[src/rtl/lfsr_pkg.sv]
// Shared LFSR helpers: the single-step Fibonacci update and a W-step
// unrolled word generator. Functions work on fixed maximum widths, so any
// module with N <= LFSR_MAX_N and W <= LFSR_MAX_W can call them after
// zero-extending its operands.
package lfsr_pkg;

  localparam int unsigned LFSR_MAX_N = 64;
  localparam int unsigned LFSR_MAX_W = 64;

  typedef logic [LFSR_MAX_N-1:0] lfsr_state_t;
  typedef logic [LFSR_MAX_W-1:0] lfsr_word_t;

  // Result of generating one word: the emitted bits (bit 0 oldest) and the
  // state after all W steps.
  typedef struct packed {
    lfsr_word_t  word;
    lfsr_state_t next_state;
  } lfsr_word_res_t;

  // Control states of the stream front end.
  typedef enum logic [1:0] {
    ST_START    = 2'd0,
    ST_WAIT_CFG = 2'd1,
    ST_RUN      = 2'd2
  } lfsr_fsm_e;

  // One Fibonacci step: feedback is the XOR of the tapped bits, shifted in
  // at the top of an n-bit register. Bits at or above n stay zero as long as
  // state and taps are zero there.
  function automatic lfsr_state_t lfsr_step(lfsr_state_t state,
                                            lfsr_state_t taps,
                                            int unsigned n);
    logic fb;
    fb = ^(state & taps);
    return (state >> 1) | (lfsr_state_t'(fb) << (n - 1));
  endfunction

  // W steps unrolled: word[j] is state bit 0 after j steps.
  function automatic lfsr_word_res_t lfsr_word(lfsr_state_t state,
                                               lfsr_state_t taps,
                                               int unsigned n,
                                               int unsigned w);
    lfsr_word_res_t res;
    lfsr_state_t    s;
    res = '0;
    s   = state;
    for (int j = 0; j < int'(LFSR_MAX_W); j++) begin
      if (j < int'(w)) begin
        res.word[j] = s[0];
        s           = lfsr_step(s, taps, n);
      end
    end
    res.next_state = s;
    return res;
  endfunction

endpackage

[src/rtl/lfsr_stream_if.sv]
// Stream and configuration bundle of lfsr_stream. The slave side is the
// generator; the master side is the consumer that also supplies config.
interface lfsr_stream_if #(
  parameter int unsigned N     = 8,
  parameter int unsigned W     = 1,
  parameter int unsigned CNT_W = 32
);

  logic             load_config_i;
  logic [N-1:0]     taps_i;
  logic [N-1:0]     start_value_i;
  logic             ready_i;
  logic [W-1:0]     data_o;
  logic             valid_o;
  logic             lockup_o;
  logic [CNT_W-1:0] word_cnt_o;

  modport slave (
    input  load_config_i,
    input  taps_i,
    input  start_value_i,
    input  ready_i,
    output data_o,
    output valid_o,
    output lockup_o,
    output word_cnt_o
  );

  modport master (
    output load_config_i,
    output taps_i,
    output start_value_i,
    output ready_i,
    input  data_o,
    input  valid_o,
    input  lockup_o,
    input  word_cnt_o
  );

endinterface

[src/rtl/lfsr_core.sv]
// LFSR state and tap registers plus the combinational W-step word
// generator. The core only moves when told to: load_i replaces taps and
// state, advance_i steps the state by one whole word.
module lfsr_core
  import lfsr_pkg::*;
#(
  parameter int unsigned N               = 8,
  parameter int unsigned W               = 1,
  parameter logic [N-1:0] START_VALUE    = N'(8'h01),
  parameter logic [N-1:0] TAPS           = N'(8'h03),
  parameter bit           VARIABLE_CONFIG = 1'b0
) (
  input  logic         clk_i,
  input  logic         reset_ni,
  input  logic         load_i,
  input  logic [N-1:0] taps_i,
  input  logic [N-1:0] seed_i,
  input  logic         advance_i,
  output logic [W-1:0] word_o,
  output logic [N-1:0] state_next_o
);

  logic [N-1:0]   state_q, state_d;
  logic [N-1:0]   taps_q, taps_d;
  logic [N-1:0]   word_next_state;
  lfsr_word_res_t word_res;
  logic           word_res_unused;

  // Word and post-word state generated from the current register contents.
  always_comb begin
    word_res = lfsr_word(lfsr_state_t'(state_q), lfsr_state_t'(taps_q), N, W);
  end

  assign word_o          = word_res.word[W-1:0];
  assign word_next_state = word_res.next_state[N-1:0];
  // Upper bits of the max-width result are always zero here.
  assign word_res_unused = ^word_res;

  // Next-state selection: a config load wins over a word advance.
  always_comb begin
    // NOTE: every signal assigned in this block gets a default first, so no path can infer a latch.
    state_d = state_q;
    taps_d  = taps_q;
    if (load_i) begin
      state_d = seed_i;
      taps_d  = taps_i;
    end else if (advance_i) begin
      state_d = word_next_state;
    end
  end

  // State and taps registers with synchronous reset.
  always_ff @(posedge clk_i) begin
    // NOTE: non-blocking assignments so all flops update from pre-edge values.
    if (!reset_ni) begin
      state_q <= VARIABLE_CONFIG ? N'(0) : START_VALUE;
      taps_q  <= TAPS;
    end else begin
      state_q <= state_d;
      taps_q  <= taps_d;
    end
  end

  assign state_next_o = state_d;

endmodule

[src/rtl/lfsr_stream.sv]
// Multi-bit LFSR stream source: W sequence bits per word behind a
// valid/ready port with backpressure, optional run-time taps/seed, a
// transfer counter and an all-zero lock-up flag.
module lfsr_stream
  import lfsr_pkg::*;
#(
  parameter int unsigned N                = 8,
  parameter int unsigned W                = 1,
  parameter logic [N-1:0] START_VALUE     = N'(8'h01),
  parameter logic [N-1:0] TAPS            = N'(8'h03),
  parameter bit           VARIABLE_CONFIG = 1'b0,
  parameter int unsigned CNT_W            = 32
) (
  input  logic          clk_i,
  input  logic          reset_ni,
  lfsr_stream_if.slave  bus
);

  lfsr_fsm_e        fsm_q, fsm_d;
  logic [W-1:0]     data_q, data_d;
  logic             valid_q, valid_d;
  logic             lockup_q, lockup_d;
  logic [CNT_W-1:0] cnt_q, cnt_d;

  logic             cfg_load;
  logic             advance;
  logic             xfer;
  logic [W-1:0]     core_word;
  logic [N-1:0]     core_state_next;

  // Config loads only exist in the run-time configurable build.
  assign cfg_load = VARIABLE_CONFIG && bus.load_config_i;
  assign xfer     = valid_q && bus.ready_i;

  lfsr_core #(
    .N               (N),
    .W               (W),
    .START_VALUE     (START_VALUE),
    .TAPS            (TAPS),
    .VARIABLE_CONFIG (VARIABLE_CONFIG)
  ) u_core (
    .clk_i        (clk_i),
    .reset_ni     (reset_ni),
    .load_i       (cfg_load),
    .taps_i       (bus.taps_i),
    .seed_i       (bus.start_value_i),
    .advance_i    (advance),
    .word_o       (core_word),
    .state_next_o (core_state_next)
  );

  // FSM, output register, counter and lock-up flag next values. A load
  // discards any pending word, so the transfer in that cycle is not counted.
  always_comb begin
    fsm_d    = fsm_q;
    data_d   = data_q;
    valid_d  = valid_q;
    cnt_d    = cnt_q;
    advance  = 1'b0;
    if (cfg_load) begin
      fsm_d   = ST_RUN;
      valid_d = 1'b0;
      cnt_d   = '0;
    end else begin
      unique case (fsm_q)
        ST_START:    fsm_d = VARIABLE_CONFIG ? ST_WAIT_CFG : ST_RUN;
        ST_WAIT_CFG: fsm_d = ST_WAIT_CFG;
        ST_RUN: begin
          if (xfer) begin
            cnt_d = cnt_q + CNT_W'(1);
          end
          if (!valid_q || bus.ready_i) begin
            data_d  = core_word;
            valid_d = 1'b1;
            advance = 1'b1;
          end
        end
        default:     fsm_d = ST_START;
      endcase
    end
    // Lock-up tracks the state being written, and is never raised while
    // waiting for a configuration.
    lockup_d = (fsm_d == ST_RUN) ? (core_state_next == '0) : 1'b0;
  end

  // Registered FSM and outputs with synchronous reset.
  always_ff @(posedge clk_i) begin
    if (!reset_ni) begin
      fsm_q    <= VARIABLE_CONFIG ? ST_WAIT_CFG : ST_START;
      data_q   <= '0;
      valid_q  <= 1'b0;
      lockup_q <= 1'b0;
      cnt_q    <= '0;
    end else begin
      fsm_q    <= fsm_d;
      data_q   <= data_d;
      valid_q  <= valid_d;
      lockup_q <= lockup_d;
      cnt_q    <= cnt_d;
    end
  end

  assign bus.data_o     = data_q;
  assign bus.valid_o    = valid_q;
  assign bus.lockup_o   = lockup_q;
  assign bus.word_cnt_o = cnt_q;

endmodule

[src/flat_wrapper.sv]
// flat-port wrapper written by rule: the top's interface ports become plain ports
module lfsr_stream_flat import lfsr_pkg::*;
#(
  parameter int unsigned N                = 8,
  parameter int unsigned W                = 1,
  parameter logic [N-1:0] START_VALUE     = N'(8'h01),
  parameter logic [N-1:0] TAPS            = N'(8'h03),
  parameter bit           VARIABLE_CONFIG = 1'b0,
  parameter int unsigned CNT_W            = 32
)
  (clk_i, reset_ni, bus_load_config_i, bus_taps_i, bus_start_value_i, bus_ready_i, bus_data_o, bus_valid_o, bus_lockup_o, bus_word_cnt_o);
  lfsr_stream_if #(.N(N), .W(W), .CNT_W(CNT_W)) bus_i ();
  input  logic clk_i;
  input  logic reset_ni;
  input wire logic [$bits(bus_i.load_config_i)-1:0] bus_load_config_i;
  input wire logic [$bits(bus_i.taps_i)-1:0] bus_taps_i;
  input wire logic [$bits(bus_i.start_value_i)-1:0] bus_start_value_i;
  input wire logic [$bits(bus_i.ready_i)-1:0] bus_ready_i;
  output wire logic [$bits(bus_i.data_o)-1:0] bus_data_o;
  output wire logic [$bits(bus_i.valid_o)-1:0] bus_valid_o;
  output wire logic [$bits(bus_i.lockup_o)-1:0] bus_lockup_o;
  output wire logic [$bits(bus_i.word_cnt_o)-1:0] bus_word_cnt_o;
  assign bus_i.load_config_i = bus_load_config_i;
  assign bus_i.taps_i = bus_taps_i;
  assign bus_i.start_value_i = bus_start_value_i;
  assign bus_i.ready_i = bus_ready_i;
  assign bus_data_o = bus_i.data_o;
  assign bus_valid_o = bus_i.valid_o;
  assign bus_lockup_o = bus_i.lockup_o;
  assign bus_word_cnt_o = bus_i.word_cnt_o;
  lfsr_stream #(.N(N), .W(W), .START_VALUE(START_VALUE), .TAPS(TAPS), .VARIABLE_CONFIG(VARIABLE_CONFIG), .CNT_W(CNT_W)) u_core (.clk_i(clk_i), .reset_ni(reset_ni), .bus(bus_i));
endmodule
[config.mk]
export PLATFORM = sky130hd
export DESIGN_NAME = lfsr_stream_flat
export DESIGN_NICKNAME = d
export VERILOG_FILES = /design/src/rtl/lfsr_pkg.sv /design/src/rtl/lfsr_stream_if.sv /design/src/rtl/lfsr_core.sv /design/src/rtl/lfsr_stream.sv /design/src/flat_wrapper.sv
export SDC_FILE = /design/constraint.sdc
export NUM_CORES = 1
export LEC_CHECK = 0
export CORE_MARGIN = 5
export CORE_UTILIZATION = 51
export DETAILED_ROUTE_END_ITERATION = 16
export PLACE_DENSITY = 0.84
export SYNTH_ARGS = -nofsm -noshare
export SYNTH_HDL_FRONTEND = slang
export SYNTH_SLANG_ARGS = --single-unit
[constraint.sdc]
create_clock -name clk_i -period 2.8 [get_ports clk_i]
set_input_delay 0.56 -clock clk_i [delete_from_list [all_inputs] [get_ports clk_i]]
set_output_delay 0.56 -clock clk_i [all_outputs]
set_load 0.02 [all_outputs]
==> results of run 1 <==
-- cells in the mapped netlist, types with 7 or more instances --
cell	instances	share of area, %
clkbuf_1	7	1.3
dfxtp_1	45	44
nor2_1	20	3.7
a21oi_1	12	2.9
nand2b_1	10	3.0
nand4_1	8	2.4
nand3_1	8	2.0
xor2_1	7	3.0
inv_1	8	1.5
mux2i_1	12	5.9
o41ai_1	9	3.8
nand2_1	16	2.9
o311ai_0	8	3.4
-- registers in the layout, indices dropped and copies added, names as in the netlist --
signal                 flops
u_core.bus.data_o          1
u_core.fsm_q               2
u_core.bus.valid_o         1
u_core.u_core.state_q      8
u_core.bus.lockup_o        1
u_core.bus.word_cnt_o     32
-- cells in the final DEF, fill, tap and decap left out --
| master | count |
|---|---|
| and2_1 | 2 |
| or3_1 | 5 |
| clkinv_2 | 2 |
| xnor2_1 | 3 |
| o31ai_1 | 6 |
| nand4_1 | 8 |
| nand2_1 | 16 |
| clkinvlp_4 | 1 |
| o21ai_0 | 4 |
| a211oi_1 | 1 |
| and4b_1 | 1 |
| inv_1 | 8 |
| buf_4 | 4 |
| and3_1 | 6 |
| ha_1 | 1 |
| nor4_1 | 4 |
| nand3_1 | 8 |
| or4_1 | 6 |
| xor2_1 | 7 |
| nand4_4 | 1 |
| clkbuf_8 | 5 |
| a21oi_1 | 12 |
| o311ai_0 | 8 |
| o41ai_1 | 9 |
| dfxtp_1 | 45 |
| nor2_1 | 20 |
| nor3_1 | 1 |
| nand4_2 | 1 |
| nor3b_1 | 1 |
| and4_4 | 1 |
| nand2b_1 | 10 |
| and4_1 | 6 |
| clkdlybuf4s50_1 | 37 |
| mux2i_1 | 12 |
-- power breakdown --
group | internal [uW] | total (uW) | switching [uW]
clock | 172 | 392 | 219
combinational | 25.8 | 58.2 | 32.4
sequential | 648 | 655 | 7.13
-- worst max-delay path, delay by kind of cell --
family          cells  cell delay [ps]
compound gates      1              140
simple gates        3             1370
buf+inv             1              460
-- stage by stage --
stage               setup slack (ps)  std cells  power, uW
global route                     413        312       1160
CTS                              510        312       1110
global placement                 277        304        727
detailed placement               218        304        728
floorplan                       1020        224        708
finish                           501        312       1100
-- routing by layer --
metal	vias to the layer above	share of wire, %	GRT usage [%]
li1	913	-	-
met1	860	46	23.6
met2	41	47	27.3
met3	13	4.5	3.97
met4	0	2.5	7.65
met5	-	0	0
-- cell families after synthesis --
logic type / share of synthesized area, %
and+or+nand+nor: 27.2
DFF: 43.9
AOI/OAI and AO/OA: 13.7
buffers and inverters: 4.45
muxes: 5.85
xor gates and xnor gates: 4.27
adders and majority gates: 0.609
-- final timing paths --
| kind | from | end | slack [ps] | cells past startpoint |
|---|---|---|---|---|
| hold / removal | u_core.fsm_q[0] | u_core.fsm_q[1] | 460 | 1 |
| setup reg to reg | u_core.bus.word_cnt_o[0] | u_core.bus.word_cnt_o[30] | 840 | 5 |
| hold reg to reg | u_core.fsm_q[0] | u_core.fsm_q[1] | 460 | 1 |
| setup / recovery | bus_ready_i | u_core.bus.word_cnt_o[20] | 500 | 5 |
-- cell type report --
type / count / share of cell area, %
clock buffer: 5 / 2.71
clock inverter: 3 / 0.689
inverter: 8 / 1.18
multi-input combinational: 160 / 41.8
sequential: 45 / 35.5
tap: 50 / 2.46
timing repair buffer: 41 / 15.8
==> key figures, run 1 <==
Finish
  • Post-route cell area: 2540 um^2
  • Nets: 282
  • Share of layout cells above drive strength 1: 5.73%
  • # diodes: 0
  • Number of fill cells: 315
  • Seq. cell area: 901 um^2
  • Layout Area Growth over Synthesis: 23.8%
  • Final Util: 64.5%
  • Multi-input logic area: 1060 um^2

Critical path
  • Crit path kind: input port to flip-flop
  • CP required: 3040 ps
  • Crit path max fanout: 12
  • CP peak stage delay: 630 ps
  • Worst Setup End Kind: flip-flop
  • Setup crit start kind: input port
  • Worst path cell trace: clkdlybuf4s50_1, and4b_1, nand3_1, or4_1, a21oi_1
  • Crit path DAT: 2540 ps
  • Slowest cell on crit path: or4_1

Clock tree
  • Clock Latency Late Sink: 300 ps
  • Clock sink count: 45
  • Post-CTS Resized: 0
  • CTS Hold Bufs: 0
  • TritonCTS clock tree: yes
  • Number of buffers created by CTS: 5
  • Htree depth: 2
  • Worst-path clk slew: 80 ps
  • CTS Root Cell: clkbuf_8
  • Post-CTS Repair Setup Buffers: 0
  • Clk buf depth: 2

Die
  • Row cnt: 23
  • Die area: 5390 um^2
  • Initial Utilization: 52.1%
  • Die Y: 73.5 um
  • I/O pins: 55
  • Chip width: 73.5 um
  • CORE AREA: 3940 um^2

Run
  • Max-cap violations: 0

Timing
  • Max-slew violation count: 0
  • Worst clock skew: 8.88 ps
  • Worst hold slack: 463 ps
  • Crit share post-route: 82.1%
  • Final Hold Vio Count: 0
  • Slew margin rel.: 66.7%
  • RSZ-0062 raised after global routing: false
  • Setup TNS: 0 ps
  • Final setup fails: 0
  • Final min period: 2300 ps
  • Worst Max-Slew Pin Slew: 500 ps
  • Max Freq: 435 MHz

Global routing
  • Largest net degree at the start of global routing: 25
  • GRT Residual Overflow: 0
  • Antenna violations before repair: 0
  • Global-route wire length before repair: 7550 um
  • Number of global-route vias before repair: 1,623
  • Overall routing resource usage: 17.7%

Place
  • Port Buf Inserts: 37
  • Placed instance area: 2450 um^2
  • Global placer's final weighted congestion: 0.770
  • Detail Placement HPWL: 3080 um

Detailed routing
  • DR vias: 1,827
  • DR vias/cell: 5.86
  • Antenna-violating nets left: 0
  • DRT Pass-1 Iters: 4
  • Final wirelength: 4490 um
  • Initial DRC count: 156
  • Wire length per cell: 14.4 um
  • DRC: 0

Synthesis
  • Synthesized area: 2050 um^2
  • Synth cell types: 33
  • Post-synth EDFFs: 0
  • Avg Cell Area, Syn: 9.17 um^2
  • Synth async-reset ratio: 0%
  • Top_reg_cell synth: dfxtp_1
  • Syn_nets: 245
  • FF+latch count, synth: 45
  • Sequential share of the synthesized area: 43.9%
  • Synth Instances: 224
  • Syn. warnings: 0

Pwr
  • Leakage: 0.000884 uW
  • Peak VDD IR: 0.397 mV
  • Power Dens Cells: 435 nW/um^2

Worst hold path
  • Hold crit path type: flip-flop to flip-flop

Status
  • Outcome: finished, final reports clean
No activity file was read; power rests on OpenSTA's default activity.
==> inputs of run 2 (changes only) <==
CORE_UTILIZATION = 43   (was 51)
PLACE_DENSITY = 0.75   (was 0.84)
clock period = 2.1 ns   (was 2.8 ns; I/O delays follow)
==> run 2 against run 1 <==
Effect of this change:
- cell area grew 1.8%
- sequential share of layout area shrank 0.63 points
- power grew 33%
- clock power grew 31%
- via count shrank 3.0%
- critical endpoint is now u_core.bus.word_cnt_o[23]
- highest routed layer unchanged
==> key figures, run 2 (synthesis results as in run 1) <==
Timing
  • Max-slew violation count: 0
  • Slew margin rel.: 67.0%
  • Worst Max-Slew Pin Slew: 495 ps
  • RSZ-0062 raised after global routing: false
  • Final Hold Vio Count: 0
  • Setup TNS: 0 ps
  • Final WS setup: 212 ps
  • Crit share post-route: 89.9%
  • Final setup fails: 0
  • Final min period: 1890 ps
  • Max Freq: 530 MHz
  • Worst clock skew: 4.49 ps

Clock tree
  • Worst-path clk slew: 80 ps
  • Number of buffers created by CTS: 5
  • Clock sink count: 45
  • Clk buf depth: 2
  • Post-CTS Repair Setup Buffers: 0
  • Clock Latency Late Sink: 290 ps
  • TritonCTS clock tree: yes
  • Htree depth: 2
  • CTS Hold Bufs: 0
  • Post-CTS Resized: 0
  • CTS Root Cell: clkbuf_8

Pwr
  • Peak VDD IR: 0.455 mV
  • Leakage: 0.000912 uW
  • Power Dens Cells: 567 nW/um^2

Critical path
  • R2r setup slk: 270 ps
  • Setup crit start kind: input port
  • Crit path DAT: 2050 ps
  • Crit path kind: input port to flip-flop
  • Slowest cell on crit path: clkdlybuf4s50_1
  • CP required: 2270 ps
  • Crit path max fanout: 10
  • Worst path cell trace: clkdlybuf4s50_1, and4b_1, buf_4, nand4_2, o311ai_0, o41ai_1
  • Worst Setup End Kind: flip-flop
  • CP peak stage delay: 470 ps

Detailed routing
  • Initial DRC count: 105
  • Antenna-violating nets left: 0
  • Wire length per cell: 13.8 um
  • DRC: 0
  • DR vias: 1,772
  • DR vias/cell: 5.50
  • Final wirelength: 4450 um
  • DRT Pass-1 Iters: 4

Die
  • CORE AREA: 4690 um^2
  • Die area: 6260 um^2
  • I/O pins: 55
  • Initial Utilization: 43.8%
  • Chip width: 79.1 um
  • Die Y: 79.1 um
  • Row cnt: 25

Place
  • Port Buf Inserts: 37
  • Worst slack, placed: -97.8 ps
  • Global placer's final weighted congestion: 0.767
  • Detail Placement HPWL: 3120 um
  • Placed instance area: 2500 um^2

Finish
  • Seq. cell area: 901 um^2
  • Largest register FFs: 32
  • Multi-input logic area: 1060 um^2
  • Commonest non-fill, non-tap cells in the layout: dfxtp_1, clkdlybuf4s50_1, nor2_1, nand2_1
  • Final Util: 55.1%
  • Post-route cell area: 2590 um^2
  • Number of fill cells: 436
  • # diodes: 0
  • Nets: 288
  • Commonest non-fill, non-tap cell in the layout: dfxtp_1
  • Layout Area Growth over Synthesis: 26.0%
  • Share of layout cells above drive strength 1: 7.46%

Global routing
  • Number of global-route vias before repair: 1,750
  • Largest net degree at the start of global routing: 24
  • Global-route wire length before repair: 8030 um
  • GRT Residual Overflow: 0
  • Antenna violations before repair: 0
  • Overall routing resource usage: 15.7%

Run
  • Max-cap violations: 0

Worst hold path
  • Hold crit path type: flip-flop to flip-flop

Status
  • Outcome: finished, final reports clean
-- run 2: worst paths after layout --
path	startpoint	endpoint	cells past startpoint
setup / recovery	bus_ready_i	u_core.bus.word_cnt_o[23]	6
hold / removal	u_core.fsm_q[0]	u_core.fsm_q[1]	1
setup reg to reg	u_core.bus.word_cnt_o[4]	u_core.bus.word_cnt_o[20]	4
hold reg to reg	u_core.fsm_q[0]	u_core.fsm_q[1]	1
-- run 2: cell type report --
| cell class | instances | area share (%) |
|---|---|---|
| flip-flops and latches | 45 | 34.8 |
| multi-input cells | 160 | 41.0 |
| clock buffers | 6 | 2.80 |
| clock inverters | 2 | 0.387 |
| inverters | 8 | 1.16 |
| repair buffers | 47 | 17.2 |
| well taps | 54 | 2.61 |
-- run 2: metrics by stage --
step / instances / power [uW] / hold WS [ps]
floorplan: 224 / 944 / 417
global placement: 314 / 972 / 436
detailed placement: 314 / 974 / 454
CTS: 322 / 1480 / 466
global route: 322 / 1520 / 483
finish: 322 / 1470 / 468
-- run 2: worst max-delay path, delay by kind of cell --
kind,cells,cell delay (ps)
AO/OA/AOI/OAI,2,540
buffers and inverters,2,630
AND/OR/NAND/NOR,2,470
-- run 2: report_power, final --
group	switching, uW	internal (uW)	leakage [uW]
Clock	281	231	0.0000450
Combinational	44.1	36.6	0.000503
Sequential	9.92	864	0.000364
-- run 2: metal layers --
layer	global-route usage (%)	vias to the layer above	wire length, um
met1	20.0	817	2090
met5	0	-	0
li1	-	921	-
met2	26.7	29	2150
met4	4.64	0	42
met3	3.29	5	173
